`config.mk`:
```
export PLATFORM = sky130hd
export DESIGN_NAME = uart_rx_frame_ctrl
export DESIGN_NICKNAME = d
export VERILOG_FILES = /design/src/rtl/uart_rx_frame_ctrl.sv
export SDC_FILE = /design/constraint.sdc
export NUM_CORES = 1
export LEC_CHECK = 0
export CAP_MARGIN = 15
export CELL_PAD_IN_SITES_DETAIL_PLACEMENT = 0
export CELL_PAD_IN_SITES_GLOBAL_PLACEMENT = 1
export CORE_ASPECT_RATIO = 0.8
export CORE_MARGIN = 10
export CORE_UTILIZATION = 45
export CTS_CLUSTER_SIZE = 16
export DETAILED_ROUTE_END_ITERATION = 10
export GPL_ROUTABILITY_DRIVEN = 1
export PLACE_DENSITY_LB_ADDON = 0.2
export SYNTH_ARGS = -nofsm -noshare
export SYNTH_HDL_FRONTEND = slang
export SYNTH_SLANG_ARGS = --single-unit
```
`constraint.sdc`:
```
create_clock -name clk -period 2.66 [get_ports clk]
set_input_delay 0.266 -clock clk [delete_from_list [all_inputs] [get_ports clk]]
set_output_delay 0.266 -clock clk [all_outputs]
set_load 0.005 [all_outputs]
```
`src/rtl/uart_rx_frame_ctrl.sv`:
```
// -----------------------------------------------------------------------------
// uart_rx_frame_ctrl
//
// Frame controller placed behind a UART byte receiver. It enables the
// receiver, parses frames of the form SOF, LEN, payload[LEN], checksum,
// buffers the payload and, once the checksum matches, streams the payload
// downstream over a valid/ready interface. Malformed, corrupted or aborted
// frames are dropped and reported through frame_err / err_code.
//
// Checksum: chk = LEN ^ payload[0] ^ ... ^ payload[LEN-1].
//
// Optional feature macro: UART_FRAME_TIMEOUT_EN
//   defined   - inter-byte timer; TIMEOUT_CYC idle cycles inside a frame
//               raise err_code 0 (TIMEOUT) and return to WAIT_SOF.
//   undefined - no timer, err_code 0 is never produced.
//
// Parameters:
//   MAX_LEN     payload buffer depth in bytes (1..255)
//   SOF         start-of-frame byte
//   TIMEOUT_CYC max clk cycles between rx_done pulses inside a frame (>= 2)
//
// Ports:
//   clk        in   system clock
//   arst_n     in   asynchronous active-low reset
//   en         in   controller enable
//   rx_done    in   one-cycle byte-valid pulse from the receiver
//   rx_err     in   one-cycle framing-error pulse from the receiver
//   rx_data    in   received byte, valid with rx_done
//   rx_en      out  receiver enable
//   out_data   out  payload byte
//   out_valid  out  out_data is valid
//   out_ready  in   downstream accepts the byte
//   out_last   out  current byte is the final payload byte
//   busy       out  frame in progress or draining
//   frame_err  out  one-cycle error pulse
//   err_code   out  cause of the latest error (0 TIMEOUT, 1 LEN, 2 CHK, 3 UART)
//   frame_cnt  out  good-frame counter, wraps modulo 2^16
// -----------------------------------------------------------------------------
module uart_rx_frame_ctrl #(
    parameter int         MAX_LEN     = 16,
    parameter logic [7:0] SOF         = 8'hA5,
    parameter int         TIMEOUT_CYC = 208320
) (
    input  logic        clk,
    input  logic        arst_n,
    input  logic        en,
    input  logic        rx_done,
    input  logic        rx_err,
    input  logic [7:0]  rx_data,
    output logic        rx_en,
    output logic [7:0]  out_data,
    output logic        out_valid,
    input  logic        out_ready,
    output logic        out_last,
    output logic        busy,
    output logic        frame_err,
    output logic [1:0]  err_code,
    output logic [15:0] frame_cnt
);

    localparam int         AW        = (MAX_LEN > 1) ? $clog2(MAX_LEN) : 1;
    localparam logic [7:0] MAX_LEN_B = 8'(MAX_LEN);

    localparam logic [1:0] ERR_TIMEOUT = 2'd0;
    localparam logic [1:0] ERR_LEN     = 2'd1;
    localparam logic [1:0] ERR_CHK     = 2'd2;
    localparam logic [1:0] ERR_UART    = 2'd3;

    typedef enum logic [2:0] {
        S_IDLE     = 3'd0,
        S_WAIT_SOF = 3'd1,
        S_LEN      = 3'd2,
        S_PAYLOAD  = 3'd3,
        S_CHK      = 3'd4,
        S_DRAIN    = 3'd5
    } state_t;

    state_t      r_state;
    logic        r_rx_en;
    logic        r_out_valid;
    logic        r_busy;
    logic        r_frame_err;
    logic [1:0]  r_err_code;
    logic [15:0] r_frame_cnt;
    logic [7:0]  r_len;
    logic [7:0]  r_wr_ptr;
    logic [7:0]  r_rd_ptr;
    logic [7:0]  r_chk;
    logic [7:0]  r_buf [MAX_LEN];

    logic        w_in_frame;
    logic        w_byte_ok;
    logic        w_buf_we;
    logic        w_timeout;
    logic        w_err;
    logic [1:0]  w_err_code;

    // States in which an error or an abort on en low can end the frame.
    assign w_in_frame = (r_state == S_LEN) || (r_state == S_PAYLOAD) || (r_state == S_CHK);
    // A byte that arrives together with rx_err is discarded.
    assign w_byte_ok  = rx_done & ~rx_err;
    assign w_buf_we   = (r_state == S_PAYLOAD) & en & w_byte_ok;

`ifdef UART_FRAME_TIMEOUT_EN
    localparam int TW = $clog2(TIMEOUT_CYC + 1);
    logic [TW-1:0] r_to_cnt;

    // Inter-byte timer: holds 0 the cycle after each rx_done (and on LEN
    // entry, which is itself an rx_done), then counts while inside a frame.
    always_ff @(posedge clk or negedge arst_n) begin
        if (!arst_n) begin
            r_to_cnt <= '0;
        end else if (!w_in_frame || rx_done) begin
            r_to_cnt <= '0;
        end else begin
            r_to_cnt <= r_to_cnt + TW'(1);
        end
    end

    // The counter is TIMEOUT_CYC-2 one cycle before the limit; the registered
    // error pulse then lands exactly TIMEOUT_CYC cycles after the last rx_done.
    assign w_timeout = w_in_frame & ~rx_done & (r_to_cnt == TW'(TIMEOUT_CYC - 2));
`else
    // No inter-byte timer in this build; evaluates to 0 for any legal TIMEOUT_CYC.
    assign w_timeout = (TIMEOUT_CYC < 0);
`endif

    // Error detection and cause, in priority order UART > TIMEOUT > LEN > CHK.
    always_comb begin
        w_err      = 1'b0;
        w_err_code = ERR_UART;
        if (w_in_frame) begin
            if (rx_err) begin
                w_err      = 1'b1;
                w_err_code = ERR_UART;
            end else if (w_timeout) begin
                w_err      = 1'b1;
                w_err_code = ERR_TIMEOUT;
            end else if (rx_done && (r_state == S_LEN) &&
                         ((rx_data == 8'h00) || (rx_data > MAX_LEN_B))) begin
                w_err      = 1'b1;
                w_err_code = ERR_LEN;
            end else if (rx_done && (r_state == S_CHK) && (rx_data != r_chk)) begin
                w_err      = 1'b1;
                w_err_code = ERR_CHK;
            end else begin
                w_err      = 1'b0;
                w_err_code = ERR_UART;
            end
        end else begin
            w_err      = 1'b0;
            w_err_code = ERR_UART;
        end
    end

    // Frame FSM with all registered outputs and frame bookkeeping.
    always_ff @(posedge clk or negedge arst_n) begin
        if (!arst_n) begin
            r_state     <= S_IDLE;
            r_rx_en     <= 1'b0;
            r_out_valid <= 1'b0;
            r_busy      <= 1'b0;
            r_frame_err <= 1'b0;
            r_err_code  <= 2'd0;
            r_frame_cnt <= 16'd0;
            r_len       <= 8'd0;
            r_wr_ptr    <= 8'd0;
            r_rd_ptr    <= 8'd0;
            r_chk       <= 8'd0;
        end else begin
            r_frame_err <= 1'b0;
            if (w_in_frame && !en) begin
                // Abort without reporting; the partial frame is dropped.
                r_state <= S_IDLE;
                r_rx_en <= 1'b0;
                r_busy  <= 1'b0;
            end else if (w_err) begin
                r_state     <= S_WAIT_SOF;
                r_busy      <= 1'b0;
                r_frame_err <= 1'b1;
                r_err_code  <= w_err_code;
            end else begin
                case (r_state)
                    S_IDLE: begin
                        if (en) begin
                            r_state <= S_WAIT_SOF;
                            r_rx_en <= 1'b1;
                        end else begin
                            r_rx_en <= 1'b0;
                        end
                    end
                    S_WAIT_SOF: begin
                        if (!en) begin
                            r_state <= S_IDLE;
                            r_rx_en <= 1'b0;
                        end else if (w_byte_ok && (rx_data == SOF)) begin
                            r_state <= S_LEN;
                            r_busy  <= 1'b1;
                        end else begin
                            r_state <= S_WAIT_SOF;
                        end
                    end
                    S_LEN: begin
                        // rx_err and illegal lengths were caught above.
                        if (rx_done) begin
                            r_len    <= rx_data;
                            r_chk    <= rx_data;
                            r_wr_ptr <= 8'd0;
                            r_state  <= S_PAYLOAD;
                        end else begin
                            r_state <= S_LEN;
                        end
                    end
                    S_PAYLOAD: begin
                        if (rx_done) begin
                            r_chk    <= r_chk ^ rx_data;
                            r_wr_ptr <= r_wr_ptr + 8'd1;
                            if (r_wr_ptr == (r_len - 8'd1)) begin
                                r_state <= S_CHK;
                            end else begin
                                r_state <= S_PAYLOAD;
                            end
                        end else begin
                            r_state <= S_PAYLOAD;
                        end
                    end
                    S_CHK: begin
                        // A mismatching checksum was caught above.
                        if (rx_done) begin
                            r_state     <= S_DRAIN;
                            r_rx_en     <= 1'b0;
                            r_out_valid <= 1'b1;
                            r_rd_ptr    <= 8'd0;
                            r_frame_cnt <= r_frame_cnt + 16'd1;
                        end else begin
                            r_state <= S_CHK;
                        end
                    end
                    S_DRAIN: begin
                        // en is only honoured once the whole frame is delivered.
                        if (r_out_valid && out_ready) begin
                            if (r_rd_ptr == (r_len - 8'd1)) begin
                                r_out_valid <= 1'b0;
                                r_busy      <= 1'b0;
                                if (en) begin
                                    r_state <= S_WAIT_SOF;
                                    r_rx_en <= 1'b1;
                                end else begin
                                    r_state <= S_IDLE;
                                    r_rx_en <= 1'b0;
                                end
                            end else begin
                                r_rd_ptr <= r_rd_ptr + 8'd1;
                            end
                        end else begin
                            r_state <= S_DRAIN;
                        end
                    end
                    default: begin
                        r_state     <= S_IDLE;
                        r_rx_en     <= 1'b0;
                        r_out_valid <= 1'b0;
                        r_busy      <= 1'b0;
                    end
                endcase
            end
        end
    end

    // Payload buffer write port.
    always_ff @(posedge clk or negedge arst_n) begin
        if (!arst_n) begin
            for (int i = 0; i < MAX_LEN; i++) begin
                r_buf[i] <= 8'h00;
            end
        end else if (w_buf_we) begin
            r_buf[r_wr_ptr[AW-1:0]] <= rx_data;
        end
    end

    // Read-side decode; forced to 0 outside DRAIN so reset values are 0.
    always_comb begin
        out_data = 8'h00;
        out_last = 1'b0;
        if (r_out_valid) begin
            out_data = r_buf[r_rd_ptr[AW-1:0]];
            out_last = (r_rd_ptr == (r_len - 8'd1));
        end else begin
            out_data = 8'h00;
            out_last = 1'b0;
        end
    end

    assign rx_en     = r_rx_en;
    assign out_valid = r_out_valid;
    assign busy      = r_busy;
    assign frame_err = r_frame_err;
    assign err_code  = r_err_code;
    assign frame_cnt = r_frame_cnt;

endmodule

```
---- Word level (Yosys, flattened, before mapping) ----
Index checks and enable logic that the tools add are counted.
cells by class
  $add $sub $neg .......................... 4
  magnitude comparators ................... 4
  eq/ne operators ......................... 28
  muxes and demuxes ....................... 57
  bitwise logic cells ..................... 10
  reduce and logical (&&, ||, !) cells .... 28
operators with widths
  operator               count
  $bwmux 128             1
  $mux 8                 10
  $pmux 8 s2             3
  $bmux 8 s4             1
  $demux 8 s4            1
  $mux 1                 25
  $mux 3                 7
  $ne 4x4->1 const B     5
  $pmux 3 s6             1
  $reduce_and 6->1       3
  $add 16x1->16 const B  1
  $add 8x1->8 const B    2
  $eq 8x8->1             2
  $ne 2x2->1 const B     6
  $ge 5x5->1 const B     2
  $mux 2                 5
  $not 4->5              2
  $reduce_and 5->1       2
  $ne 3x3->1 const B     3
  $eq 8x8->1 const B     1
  $gt 8x5->1 const B     1
  $logic_and 1x1->1      8
  $logic_not 8->1        1
  $ne 8x8->1             1
  22 further kinds       37
storage, ports and cells
  bits in registers ....................... 185
  input bits .............................. 14
  output and inout port bits .............. 31

---- Logic depth before layout (Yosys ltp) ----
  depth in word-level cells ............... 9
  mapped depth ............................ 12
  depth with buffers taken out ............ 10

---- Worst setup path after synthesis ----
OpenSTA, ideal clock, no wires.
  kind .................................... reg-to-reg
  from .................................... register r_len[0]
  to ...................................... register r_rd_ptr[4]
  arrival ................................. 2725 ps
  slack ................................... -185 ps
  cell stages (with the launch flop) ...... 11
  buffers on the path ..................... 0
  clock period less this slack ............ 2845 ps
  cell sequence ........................... dfrtp_1 > inv_1 > ha_1 > xor3_1 > nor3_2 > o31ai_1 > or4_4 > nor4_4 > nor2_2 > a32o_1 > a31o_1
between the ends
  word-level cells in the longest chain between the ends .. 4
RTL lines
  item                        RTL line  RTL
  start, declared             85        logic [7:0] r_len;
  start signal, assigned      206       r_len <= rx_data;
  $sub 8x1->8                 242       if (r_rd_ptr == (r_len - 8'd1)) begin
  $eq 8x8->1                  242
  $ne 2x2->1 (no line)        --
  $reduce_and 6->1 (no line)  --
  end signal, assigned        253       r_rd_ptr <= r_rd_ptr + 8'd1;
  end, declared               87        logic [7:0] r_rd_ptr;
No other way between the ends.
A chain may end at the register's enable or synchronous reset.

---- Final worst setup path ----
  from .................................... register r_rd_ptr[0]
  to ...................................... output out_data[1]
between the ends
  word-level cells in the longest chain between the ends .. 5
RTL lines
  item                                       RTL line  RTL
  $not 4->5 (not written as such)            286       out_data = r_buf[r_rd_ptr[AW-1:0]];
  $bmux 8 s4                                 286
  $mux 8 (not written as such) (2 in a row)  286
  $mux 8                                     285       if (r_out_valid) begin
  end, declared                              51        output logic [7:0] out_data,
No other way between the ends. The select of a mux whose other input is x is not followed.

==> run_results.csv <==
group,metric,value,unit
outcome,run_status,"finished, violations left",
outcome,failed_checks,"setup timing",
timing,totalNegativeSetupSlack,-1480,ps
cells_and_area,diodes,0,
detailed_routing,drc_errors,0,
grt,grt_use_total,0.181,
setup_path,worst_r2r_path_depth,12,
grt,grt_start_max_net_pins,87,
hold_path,worst_hold_path_type,"in -> async",
cells_and_area,utilization_after_layout,0.577,
yosys,avgSynthCellArea,12.5,µm²
cells_and_area,area_delta_synth_final,24.7,%
setup_path,worstSetupPathType,"reg -> out",
flow_run,cap_violations,0,
cts,numCtsBuffers,17,
timing,timing_max_transition_violations_final,0,
grt,initial_antenna_violation_count,0,
yosys,postSynthRegisterBits,185,
cts,clock_slew_at_the_register_clock_pins_of_the_worst_setup_and_hold_paths,70,ps
placed_design,io_buffer_count,44,
detailed_routing,routed_wire_length_per_instance,20.9,µm
pwr,max-vdd-ir-drop,0.397,mV
yosys,yosys_most_used_dff,"sky130_fd_sc_hd__dfrtp_1",
timing,final-setup-viol-count,16,
die,placeableCoreArea,20000,µm²
timing,final_critical_path_setup_slack,-207,ps
grt,first_global_vias,6613,
timing,max_clock_skew,13.1,ps
detailed_routing,drtIter0Drc,344,
die,initial_core_util,0.463,
yosys,yosys_warnings,0,
timing,rsz0062_at_grt,"true",
die,fp.dieArea,26800,µm²
timing,timing_worst_slew_pin_value,790,ps
die,row_count,46,
pwr,power_density,569,nW/µm²
setup_path,cp_data_arrival_time,2600,ps
detailed_routing,route.antenna.remaining_nets,0,
cells_and_area,final_cell_mix,"sky130_fd_sc_hd__dfrtp_1, sky130_fd_sc_hd__mux2_2, sky130_fd_sc_hd__buf_4",
yosys,synthesis.area,9270,µm²
cts,clock_insertion_delay_worst_skew,440,ps
detailed_routing,routed_wl,23600,µm
setup_path,top_fanout_value_on_the_critical_path,7,
timing,period_share,1.08,
cts,clkSinkCount,185,
setup_path,critPathRequiredTime,2390,ps
yosys,mappedNetlistNets,761,
timing,slew_headroom,0.473,
grt,grt_first_pass_wirelength,38100,µm
placed_design,final_estimated_routing_congestion_in_global_placement,0.864,
yosys,synth-edff-count,0,
cts,cts_root_buffer,"sky130_fd_sc_hd__clkbuf_16",
cells_and_area,commonest_non_fill_non_tap_cell_in_the_layout,"sky130_fd_sc_hd__dfrtp_1",
yosys,ys_types,58,
placed_design,detailedPlacementHpwl,16000,µm
timing,hold_viol,0,
die,ioPinCount,45,
setup_path,cp-start-kind,"register",
cts,cts_htree_levels,4,
yosys,share_of_synthesized_registers_carrying_an_async_set_or_reset,1.00,
detailed_routing,drt_pre_antenna_iters,5,
timing,maxClockFrequency,0.349,GHz
yosys,post_synth_inst_count,740,
pwr,cellLeakagePower,5.48,nW
yosys,ys_seq_area_frac,0.499,
detailed_routing,via_count,6309,
cts,cts_tree,"done",
die,fp.dieH,148,µm
setup_path,worstSetupEndpointType,"output port",
cells_and_area,post_route_cells_drive_above_1_share,0.402,
grt,grt.overflow.total,0,
timing,period_minus_slack,2870,ps
cells_and_area,finish.net_count,869,
cts,ctsLongestPathBuffers,2,
detailed_routing,via_to_cell_ratio,5.61,
die,die_width,181,µm
==> cells in the mapped netlist (all sizes together) (12+ instances only) <==
cell type    n  area, µm²
xor2        28        245
buf         13       90.1
clkbuf      39        156
nand3       13       65.1
dfrtp      185       4630
nand2       72        270
inv         15       56.3
mux2       129       1450
nand4       12       75.1
mux4        40        901
nor3        15       80.1
o21ai       14       70.1
xnor2       28        245
and2        20        125
nor2        32        123
==> final timing paths <==
| check | start | to | slack (ps) |
|---|---|---|---|
| max | r_rd_ptr[0] | out_data[1] | -210 |
| min | arst_n | r_buf[114] | 460 |
| max reg2reg | r_len[1] | r_rd_ptr[7] | -70 |
| min reg2reg | frame_cnt[15] | frame_cnt[15] | 490 |
| max in group asynchronous | arst_n | r_buf[61] | 1370 |
| min in group clk | frame_cnt[15] | frame_cnt[15] | 490 |
==> routing by layer <==
| metal | up-vias | share of wire | track usage |
|---|---|---|---|
| li1 | 2861 | - | - |
| met1 | 3309 | 0.49 | 0.251 |
| met2 | 119 | 0.46 | 0.279 |
| met3 | 20 | 0.044 | 0.0451 |
| met4 | 0 | 0.011 | 0.0405 |
| met5 | - | 0 | 0 |
==> critical path, stage by stage (launching register included) <==
cell and delay, ps:
sky130_fd_sc_hd__dfrtp_4 560, sky130_fd_sc_hd__buf_12 160, sky130_fd_sc_hd__buf_6 90, sky130_fd_sc_hd__mux4_2 570, sky130_fd_sc_hd__mux4_2 510, sky130_fd_sc_hd__and2_4 160, sky130_fd_sc_hd__buf_6 110
==> per-stage QoR <==
step / setup WS, ps / instances / instance area [µm²] / total power, W / hold WS (ps)
2_1_floorplan: 59.3 / 740 / 9290 / 0.00333 / -29.6
4_1_cts: -209 / 1123 / 11400 / 0.00661 / 482
5_1_grt: -264 / 1125 / 11600 / 0.00685 / 513
6_report: -207 / 1125 / 11600 / 0.00658 / 455
3_3_place_gp: -139 / 1074 / 10500 / 0.00368 / 391
3_5_place_dp: -165 / 1074 / 10500 / 0.00369 / 393
==> cells by family (layout without fill, tap and decap cells) <==
family / count (synthesis) / in the layout / share of synthesized area
and+or+nand+nor: 203 / 203 / 0.110
DFF: 185 / 185 / 0.499
buffers and inverters: 67 / 188 / 0.0326
AOI/OAI and AO/OA: 47 / 47 / 0.0340
adders and majority gates: 7 / 7 / 0.00944
xor gates and xnor gates: 57 / 57 / 0.0555
muxes: 174 / 174 / 0.259
==> layout make-up <==
| class | count | area (µm²) |
|---|---|---|
| Fill cell | 1620 | 8460 |
| Sequential cell | 185 | 4630 |
| Multi-Input combinational cell | 488 | 4540 |
| Timing Repair Buffer | 141 | 1360 |
| Clock buffer | 19 | 443 |
| Tap cell | 264 | 330 |
| Clock inverter | 13 | 204 |
| Inverter | 15 | 56.3 |
==> state kept, by name, summed over array words and instances (netlist names) <==
register,flops
busy,1
err_code,2
frame_cnt,16
frame_err,1
out_valid,1
r_buf,128
r_chk,8
r_len,8
r_rd_ptr,8
r_state,3
r_wr_ptr,8
rx_en,1
==> where the power goes <==
| part | switching, W | total (W) | internal, W |
|---|---|---|---|
| combinational | 0.000443 | 0.000861 | 0.000417 |
| sequential | 0.0000543 | 0.00291 | 0.00286 |
| clock | 0.00117 | 0.00281 | 0.00163 |
==> repair_timing <==
action                                 CTS  global route
gates resized for setup                 67            29
setup endpoints to repair               17            21
gates cloned                             1             0
hold buffers                             1             0
endpoints found under the hold margin   82             0
setup buffers                           15             4
pin swaps                               12            18
Power figures use the tool's default switching activity.
